==> src/rtl/keypad_pkg.sv <==
// Shared types and key decoding for the multi-tap keypad: scanner states,
// key roles and the index -> role / ASCII mapping.
package keypad_pkg;
    localparam int KEY_W = 8;

    typedef enum logic [1:0] {SCAN, DB_PRESS, HELD, DB_RELEASE} scan_state_e;
    typedef enum logic [2:0] {KEY_LETTER, KEY_COMMIT, KEY_CLEAR, KEY_SUBMIT_WORD, KEY_NONE} key_role_e;

    // Number of letters on key k that stay within 'A'..'Z'.
    function automatic int letter_count(input int k, input int lpk);
        int base;
        int avail;
        base  = 65 + k * lpk;
        avail = 90 - base + 1;
        if (avail <= 0) return 0;
        return (avail < lpk) ? avail : lpk;
    endfunction

    function automatic logic [7:0] letter_ascii(input int k, input int i, input int lpk);
        int code;
        code = 65 + k * lpk + i;
        return code[7:0];
    endfunction

    function automatic key_role_e key_role(input int idx, input int rows, input int cols, input int lpk);
        int n_letter;
        n_letter = (rows - 1) * cols;
        if (idx < n_letter) return (letter_count(idx, lpk) > 0) ? KEY_LETTER : KEY_NONE;
        if (idx == n_letter) return KEY_COMMIT;
        if (idx == n_letter + 1 && cols > 1) return KEY_CLEAR;
        if (idx == n_letter + 2 && cols > 2) return KEY_SUBMIT_WORD;
        return KEY_NONE;
    endfunction
endpackage

==> src/rtl/keypad_scanner.sv <==
// Column scanner with press/release debounce; emits a one-cycle key event
// carrying the linear key index (row * COLS + col).
module keypad_scanner
    import keypad_pkg::*;
#(
    parameter int ROWS            = 4,
    parameter int COLS            = 3,
    parameter int DEBOUNCE_CYCLES = 20,
    parameter int SCAN_CYCLES     = 4
) (
    input  logic             clk,
    input  logic             rst,
    input  logic [ROWS-1:0]  row_i,
    output logic [COLS-1:0]  col_o,
    output logic             key_event_o,
    output logic [KEY_W-1:0] key_index_o
);
    localparam int CIW = (COLS > 1) ? $clog2(COLS) : 1;
    localparam int RIW = (ROWS > 1) ? $clog2(ROWS) : 1;
    localparam int SCW = $clog2(SCAN_CYCLES + 1);
    localparam int DBW = $clog2(DEBOUNCE_CYCLES + 1);

    scan_state_e      state_q, state_d;
    logic [ROWS-1:0]  row_meta_q, row_sync_q, row_cap_q, row_cap_d;
    logic [CIW-1:0]   col_idx_q, col_idx_d;
    logic [SCW-1:0]   dwell_q, dwell_d;
    logic [DBW-1:0]   db_q, db_d;
    logic             event_q, event_d;
    logic [KEY_W-1:0] index_q, index_d;
    logic [RIW-1:0]   row_low;

    assign col_o       = COLS'(1) << col_idx_q;
    assign key_event_o = event_q;
    assign key_index_o = index_q;

    // Lowest set row wins when several rows are active.
    always_comb begin
        row_low = '0;
        for (int r = ROWS - 1; r >= 0; r--)
            if (row_cap_q[r]) row_low = RIW'(r);
    end

    always_comb begin
        state_d   = state_q;
        col_idx_d = col_idx_q;
        dwell_d   = dwell_q;
        db_d      = db_q;
        row_cap_d = row_cap_q;
        event_d   = 1'b0;
        index_d   = index_q;
        unique case (state_q)
            SCAN: begin
                if (dwell_q == SCW'(SCAN_CYCLES - 1)) begin
                    dwell_d = '0;
                    if (row_sync_q != '0) begin
                        state_d   = DB_PRESS;
                        row_cap_d = row_sync_q;
                        db_d      = '0;
                    end else begin
                        col_idx_d = (col_idx_q == CIW'(COLS - 1)) ? '0 : col_idx_q + 1'b1;
                    end
                end else begin
                    dwell_d = dwell_q + 1'b1;
                end
            end
            DB_PRESS: begin
                if (row_sync_q != row_cap_q) begin
                    state_d = SCAN;
                end else if (db_q == DBW'(DEBOUNCE_CYCLES - 1)) begin
                    state_d = HELD;
                    event_d = 1'b1;
                    index_d = KEY_W'(int'(row_low) * COLS + int'(col_idx_q));
                end else begin
                    db_d = db_q + 1'b1;
                end
            end
            HELD: begin
                if (row_sync_q == '0) begin
                    state_d = DB_RELEASE;
                    db_d    = '0;
                end
            end
            DB_RELEASE: begin
                if (row_sync_q != '0)                        state_d = HELD;
                else if (db_q == DBW'(DEBOUNCE_CYCLES - 1))  state_d = SCAN;
                else                                         db_d = db_q + 1'b1;
            end
            default: state_d = SCAN;
        endcase
    end

    always_ff @(posedge clk) begin
        if (rst) begin
            state_q    <= SCAN;
            row_meta_q <= '0;
            row_sync_q <= '0;
            row_cap_q  <= '0;
            col_idx_q  <= '0;
            dwell_q    <= '0;
            db_q       <= '0;
            event_q    <= 1'b0;
            index_q    <= '0;
        end else begin
            state_q    <= state_d;
            row_meta_q <= row_i;
            row_sync_q <= row_meta_q;
            row_cap_q  <= row_cap_d;
            col_idx_q  <= col_idx_d;
            dwell_q    <= dwell_d;
            db_q       <= db_d;
            event_q    <= event_d;
            index_q    <= index_d;
        end
    end
endmodule

==> src/rtl/keypad_multitap.sv <==
// Multi-tap letter entry: cycles letters on repeated presses of one key,
// commits through a valid/ready handshake and flags dropped commits.
module keypad_multitap
    import keypad_pkg::*;
#(
    parameter int ROWS            = 4,
    parameter int COLS            = 3,
    parameter int DEBOUNCE_CYCLES = 20,
    parameter int SCAN_CYCLES     = 4,
    parameter int TAP_TIMEOUT     = 100,
    parameter int LETTERS_PER_KEY = 3
) (
    input  logic            clk,
    input  logic            rst,
    input  logic [ROWS-1:0] row,
    output logic [COLS-1:0] col,
    output logic            pending_valid,
    output logic [7:0]      pending_char,
    output logic            letter_valid,
    input  logic            letter_ready,
    output logic [7:0]      letter,
    output logic            word_submit,
    output logic            overflow
);
    localparam int TW = $clog2(TAP_TIMEOUT + 1);

    logic             key_event;
    logic [KEY_W-1:0] key_index;
    key_role_e        role;

    logic             pv_q, pv_d, lv_q, lv_d, sub_q, sub_d, ws_q, ws_d, ovf_q, ovf_d;
    logic [7:0]       pchar_q, pchar_d, letter_q, letter_d;
    logic [KEY_W-1:0] pkey_q, pkey_d, pidx_q, pidx_d;
    logic [TW-1:0]    tap_q, tap_d;
    logic             commit_req;
    int               nxt;

    keypad_scanner #(
        .ROWS(ROWS), .COLS(COLS), .DEBOUNCE_CYCLES(DEBOUNCE_CYCLES), .SCAN_CYCLES(SCAN_CYCLES)
    ) u_scanner (
        .clk(clk), .rst(rst), .row_i(row), .col_o(col),
        .key_event_o(key_event), .key_index_o(key_index)
    );

    assign role          = key_role(int'(key_index), ROWS, COLS, LETTERS_PER_KEY);
    assign pending_valid = pv_q;
    assign pending_char  = pchar_q;
    assign letter_valid  = lv_q;
    assign letter        = letter_q;
    assign word_submit   = ws_q;
    assign overflow      = ovf_q;

    always_comb begin
        pv_d       = pv_q;
        pchar_d    = pchar_q;
        pkey_d     = pkey_q;
        pidx_d     = pidx_q;
        sub_d      = 1'b0;
        commit_req = 1'b0;
        nxt        = 0;
        tap_d      = (tap_q < TW'(TAP_TIMEOUT)) ? tap_q + 1'b1 : tap_q;
        if (key_event) begin
            tap_d = '0;
            unique case (role)
                KEY_LETTER: begin
                    if (pv_q && key_index == pkey_q && tap_q < TW'(TAP_TIMEOUT)) begin
                        nxt = int'(pidx_q) + 1;
                        if (nxt >= letter_count(int'(key_index), LETTERS_PER_KEY)) nxt = 0;
                    end else begin
                        commit_req = pv_q && key_index != pkey_q;
                    end
                    pv_d    = 1'b1;
                    pkey_d  = key_index;
                    pidx_d  = KEY_W'(nxt);
                    pchar_d = letter_ascii(int'(key_index), nxt, LETTERS_PER_KEY);
                end
                KEY_COMMIT, KEY_CLEAR, KEY_SUBMIT_WORD: begin
                    commit_req = pv_q && role != KEY_CLEAR;
                    sub_d      = role == KEY_SUBMIT_WORD;
                    pv_d       = 1'b0;
                    pchar_d    = '0;
                    pidx_d     = '0;
                end
                default: ;
            endcase
        end
    end

    // Output slot frees on a handshake in the same cycle a new commit arrives.
    always_comb begin
        lv_d     = lv_q && !letter_ready;
        letter_d = letter_q;
        ovf_d    = 1'b0;
        ws_d     = sub_q;
        if (commit_req) begin
            if (!lv_q || letter_ready) begin
                lv_d     = 1'b1;
                letter_d = pchar_q;
            end else begin
                ovf_d = 1'b1;
            end
        end
    end

    always_ff @(posedge clk) begin
        if (rst) begin
            pv_q     <= 1'b0;
            pchar_q  <= '0;
            pkey_q   <= '0;
            pidx_q   <= '0;
            tap_q    <= '0;
            lv_q     <= 1'b0;
            letter_q <= '0;
            sub_q    <= 1'b0;
            ws_q     <= 1'b0;
            ovf_q    <= 1'b0;
        end else begin
            pv_q     <= pv_d;
            pchar_q  <= pchar_d;
            pkey_q   <= pkey_d;
            pidx_q   <= pidx_d;
            tap_q    <= tap_d;
            lv_q     <= lv_d;
            letter_q <= letter_d;
            sub_q    <= sub_d;
            ws_q     <= ws_d;
            ovf_q    <= ovf_d;
        end
    end
endmodule

==> config.mk <==
export PLATFORM = sky130hd
export DESIGN_NAME = keypad_multitap
export DESIGN_NICKNAME = d
export VERILOG_FILES = /design/src/rtl/keypad_pkg.sv /design/src/rtl/keypad_scanner.sv /design/src/rtl/keypad_multitap.sv
export SDC_FILE = /design/constraint.sdc
export NUM_CORES = 1
export LEC_CHECK = 0
export BUFFER_PORTS_ARGS = -buffer_cell sky130_fd_sc_hd__clkbuf_2
export CAP_MARGIN = 20
export CORE_ASPECT_RATIO = 1.25
export CORE_MARGIN = 3
export CORE_UTILIZATION = 45
export DETAILED_ROUTE_END_ITERATION = 8
export GPL_TIMING_DRIVEN = 0
export HOLD_SLACK_MARGIN = 0.08
export PLACE_DENSITY = 0.64
export SLEW_MARGIN = 40
export SYNTH_ARGS = -nofsm -noshare
export SYNTH_HDL_FRONTEND = slang
export SYNTH_SLANG_ARGS = --single-unit
==> constraint.sdc <==
create_clock -name clk -period 10.1 [get_ports clk]
set_input_delay 0 -clock clk [delete_from_list [all_inputs] [get_ports clk]]
set_output_delay 0 -clock clk [all_outputs]
set_load 0.02 [all_outputs]
Word level (Yosys, flattened, before mapping)
Index checks and enable logic that the tools add are counted.

Flip-flop bits (word level): 77. Word-level logic and storage cells: 159.

Add/subtract/negate cells: 10. Multipliers: 2. $lt $le $gt $ge: 6. Equality and inequality tests: 23. Shift operators: 1. Muxes and demuxes: 66. Bitwise logic cells: 6. Reductions and logical operators: 26.

Operators by type and width (count): $mux W32 (7); $add A32 B2 Y32 const B (1); $ge A10 B32 Y1 (1); $gt A32 B1 Y1 const B (1); $le A32 B1 Y1 const B (1); $lt A32 B3 Y1 const B (1); $mux W8 (4); $pmux W8 S2 (2); $mux W3 (10); $mux W5 (6); $eq A8 B5 Y1 const B (3); $mux W2 (12); $mux W1 (21); $pmux W5 S4 (1); $sub A7 B11 Y12 const A (1); $add A7 B10 Y11 const A (1); $mul A8 B2 Y10 const B (1); $reduce_and A5 Y1 (2); $add A8 B1 Y9 const B (1); $eq A3 B2 Y1 const B (3); $reduce_and A3 Y1 (3); $reduce_or A3 Y1 (3); $add A8 B3 Y8 (1); $add A8 B8 Y8 (1); 32 further kinds (52).

Depth between registers and ports, before layout
Depth after elaboration: 33. Mapped depth: 39.

Modules after synthesis
A second synthesis with hierarchy kept.

Cells, all modules: 610. Area, all modules: 5072.4 sq um.

Modules (own cells, without submodules): keypad_multitap (instances 1, cells an instance 464, area each 3737.3 sq um); keypad_scanner (instances 1, cells an instance 146, area each 1335.0 sq um).

Worst setup path before layout
OpenSTA, ideal clock, no wires.

Path kind: register to register. From: register u_scanner.index_q[1], in the netlist u_scanner.key_index_o[1]. To: register pchar_q[7], in the netlist pending_char[7]. Setup time: 122 ps. Data arrival time: 7520 ps. Required time: 9978 ps. Slack: 2458 ps. Stages on the path, launching flop included: 35. Path buffers: 0. Clock period less this slack: 7642 ps. Path through: dfxtp_1 inv_1 ha_1 fa_1 or3b_1 mux2i_1 o221ai_2 a21oi_1 nand2_1 ha_1 nand2_1 or4_1 a2111oi_4 nand4_1 ha_1 nor2b_1 nand2_1 ha_1 a211oi_1 a21oi_1 o2111ai_1 and3_1 a211oi_1 a21o_1 or2_1 inv_1 ha_1 a21o_1 a21oi_1 o21bai_1 a21oi_1 o21ai_0 xnor2_1 nor3_1 a221o_1.

Longest elaborated chain between the ends: 23. Elaborated cells on any way between the ends: 59.

RTL lines: from (decl) (RTL line keypad_scanner.sv:29) `logic [KEY_W-1:0] index_q, index_d;`; from (signal assigned) (RTL line keypad_scanner.sv:112) `index_q <= index_d;`; parallel branches: the longest is 23 deep, another holds $add A32 B2 Y32; to (signal assigned) (RTL line keypad_multitap.sv:119) `pchar_q <= pchar_d;`; to (decl) (RTL line keypad_multitap.sv:32) `logic [7:0] pchar_q, pchar_d, letter_q, letter_d;`.

Several ways; the timed one is not identified. The select of a mux whose other input is x is not followed. A chain may end at the register's enable or synchronous reset.

Final worst setup path
Ends and elaborated chain as after synthesis.

==> metrics.csv <==
metric,value,unit
status,"finished, final reports clean",
"Seq/Total Area, Yosys",0.2990,
crit-path max FO,8,
Detail Placement HPWL,8.732,mm
Initial Util,0.4656,
dominant cell type by count on the critical path,ha_1,
kind of critical path,flop to flop,
largest net degree at the start of global routing,16,
Hold Crit Class,input port to flop,
RSZ-0062 raised after global routing,no,
row count,41,
maximum vdd drop,74.17,µV
multi-input logic area,3166,µm²
synth warn,0,
# DRC,0,
fill count,943,
Final Critical Period,8810,ps
CTS tree,yes,
headroom to the max-slew limit,0.4788,
nets@finish,658,
LEAKAGE,0.002386,µW
Via Count,4092,
Post-Syn Area per Cell,8.488,µm²
aggregate global routing overflow,0,
CORE AREA,10210,µm²
total CTS buffers,9,
Clock transition at path regs,70,ps
DR vias/cell,5.537,
Critical Path Start Type,flop,
"top cells by count, synth","71 x dfxtp_1, 61 x nor2_1, 43 x ha_1, 37 x nand2_1, 29 x nand3_1",
I/O Buffers,29,
Worst path slowest cell,fa_1,
sequential cell area,1421,µm²
setup TNS,0,ps
# diodes,0,
"Cell Area, Synth",4753,µm²
Max clock buf depth,2,
die area,11840,µm²
final wirelength,11.10,mm
fmax,113.5,MHz
IO Count,30,
Final Hold Fails,0,
Final Skew,13.17,ps
# clock sinks,71,
final setup fails,0,
fraction of layout cells with a size suffix above 1,0.1344,
first-pass GRT wire length,18.63,mm
Die Y,120.9,µm
crit path DAT,9030,ps
post-synthesis cell type count,69,
DR iter-0 viols,219,
largest cells by area after synthesis,"dfxtp_1 30%, ha_1 11%, nor2_1 4.8%, xnor2_1 4.2%, nand3_1 3.1%",
synthesis-stage register bit count,71,
actual slew at the worst max-slew pin,781.8,ps
dpl ws,1354,ps
Clock Tree Root,clkbuf_16,
Antenna Violating Nets Remaining,0,
max_cap viols,0,
number of synthesized flops with an enable pin,0,
final critical-path share of the clock period,0.8723,
WP data required,10320,ps
"slowest stage delay, CP",530,ps
CP Capture Type,flop,
TritonRoute pass-1 iters,5,
CTS H-tree depth,3,
most frequent cell after synthesis,dfxtp_1,
gr usage total,0.1924,
initial antenna violation count,0,
vias in the first global route,4000,
area growth from synthesis to layout,14.50,%
syn_nets,613,
pwr/cell area,117.8,nW/µm²
final setup margin,1290,ps
routed wire length per instance,15.02,µm
Slew Limit Fails,0,
Mapped Cells,560,
Main synth FF type,dfxtp_1,
Final GP Congestion,0.9064,
die width,97.93,µm
insertion delay to the later sink of the worst-skew pair,340,ps
async set-reset flop share out of synthesis,0,
top cell type's share of synthesized area,0.2990,
"area leader, netlist",dfxtp_1,
-- worst max-delay path: cells and delay by family, from the launching register on --
| kind | cells | cell delay, ps |
|---|---|---|
| simple gates | 11 | 2170 |
| xor+xnor | 1 | 210 |
| fa+ha+maj | 6 | 2090 |
| compound gates | 13 | 3180 |
| mux | 1 | 350 |
| buf+inv | 2 | 190 |
| flops | 1 | 470 |
-- final cells by class --
class / instances / area share
Buffer: 20 / 0.01885
Clock buffer: 9 / 0.04138
Clock inverter: 7 / 0.01563
Inverter: 23 / 0.01586
Multi-Input combinational cell: 446 / 0.5816
Sequential cell: 71 / 0.2611
Tap cell: 129 / 0.02966
Timing Repair Buffer: 34 / 0.03586
-- state kept, by name, indices dropped and copies added, names as in the netlist, 2 cells and up --
signal / flops
letter: 8
pending_char: 8
pidx_q: 8
pkey_q: 5
tap_q: 7
u_scanner.col_idx_q: 2
u_scanner.db_q: 5
u_scanner.dwell_q: 3
u_scanner.key_index_o: 5
u_scanner.row_cap_q: 4
u_scanner.row_meta_q: 4
u_scanner.row_sync_q: 4
u_scanner.state_q: 2
-- final timing paths --
kind,start,to,slack [ps],depth (start not counted)
min,rst,pidx_q[4],180,4
max,u_scanner.key_index_o[1],pending_char[7],1290,34
min reg2reg,u_scanner.row_meta_q[3],u_scanner.row_sync_q[3],440,1
max reg2reg,u_scanner.key_index_o[1],pending_char[7],1290,34
-- placed cells by master, fill, tap and decap left out, types with 6 or more instances in the layout --
cell type,count
dfxtp_1,71
nor2_1,61
ha_1,43
nand2_1,37
nand3_1,29
clkbuf_2,29
a21oi_1,27
nor2b_1,23
xnor2_1,23
inv_1,22
nor3_1,18
and3_1,16
o21ai_0,16
clkbuf_1,13
mux2i_1,13
xor2_1,11
nand2b_1,11
clkbuf_16,9
a21o_1,7
a211oi_1,7
and2_1,6
-- routing by layer --
layer	share of wire	global-route usage	wire, µm	up-vias
met3	0.035	0.03048	383	15
met4	0.018	0.07100	199	0
met1	0.45	0.2332	4972	1900
li1	-	-	-	2096
met5	0	0	0	-
met2	0.50	0.3416	5546	81
-- kinds of logic after synthesis --
family	after synthesis	synth area share
simple gates	240	0.2614
compound gates	112	0.1816
flops	71	0.2990
fa+ha+maj	46	0.1258
buf+inv	43	0.03974
xor+xnor	34	0.06265
mux	14	0.02974
-- metrics by stage --
| step | total power [µW] | util | instance area [µm²] | cells | hold slack [ps] |
|---|---|---|---|---|---|
| finish | 641.4 | 0.5332 | 5443 | 739 | 179.0 |
| detailed placement | 318.4 | 0.4974 | 5077 | 718 | 233.6 |
| global placement | 317.5 | 0.4956 | 5060 | 718 | 224.0 |
| floorplan | 310.3 | - | 4753 | 560 | 128.2 |
| CTS | 648.9 | 0.5327 | 5438 | 739 | 169.4 |
| global route | 661.9 | 0.5332 | 5443 | 739 | 219.0 |
-- where the power goes --
| part | switching [µW] | internal, µW |
|---|---|---|
| clock | 132 | 196 |
| combinational | 15.6 | 10.2 |
| sequential | 3.23 | 284 |
-- timing repair --
| action | in CTS | in global routing |
|---|---|---|
| hold buffers | 5 | 0 |
| endpoints found under the setup margin | 0 | 0 |
| gates resized for setup | 0 | 0 |
| setup buffers | 0 | 0 |
| endpoints found under the hold margin | 6 | 0 |
Note: power is estimated with default switching activity, not from simulation.
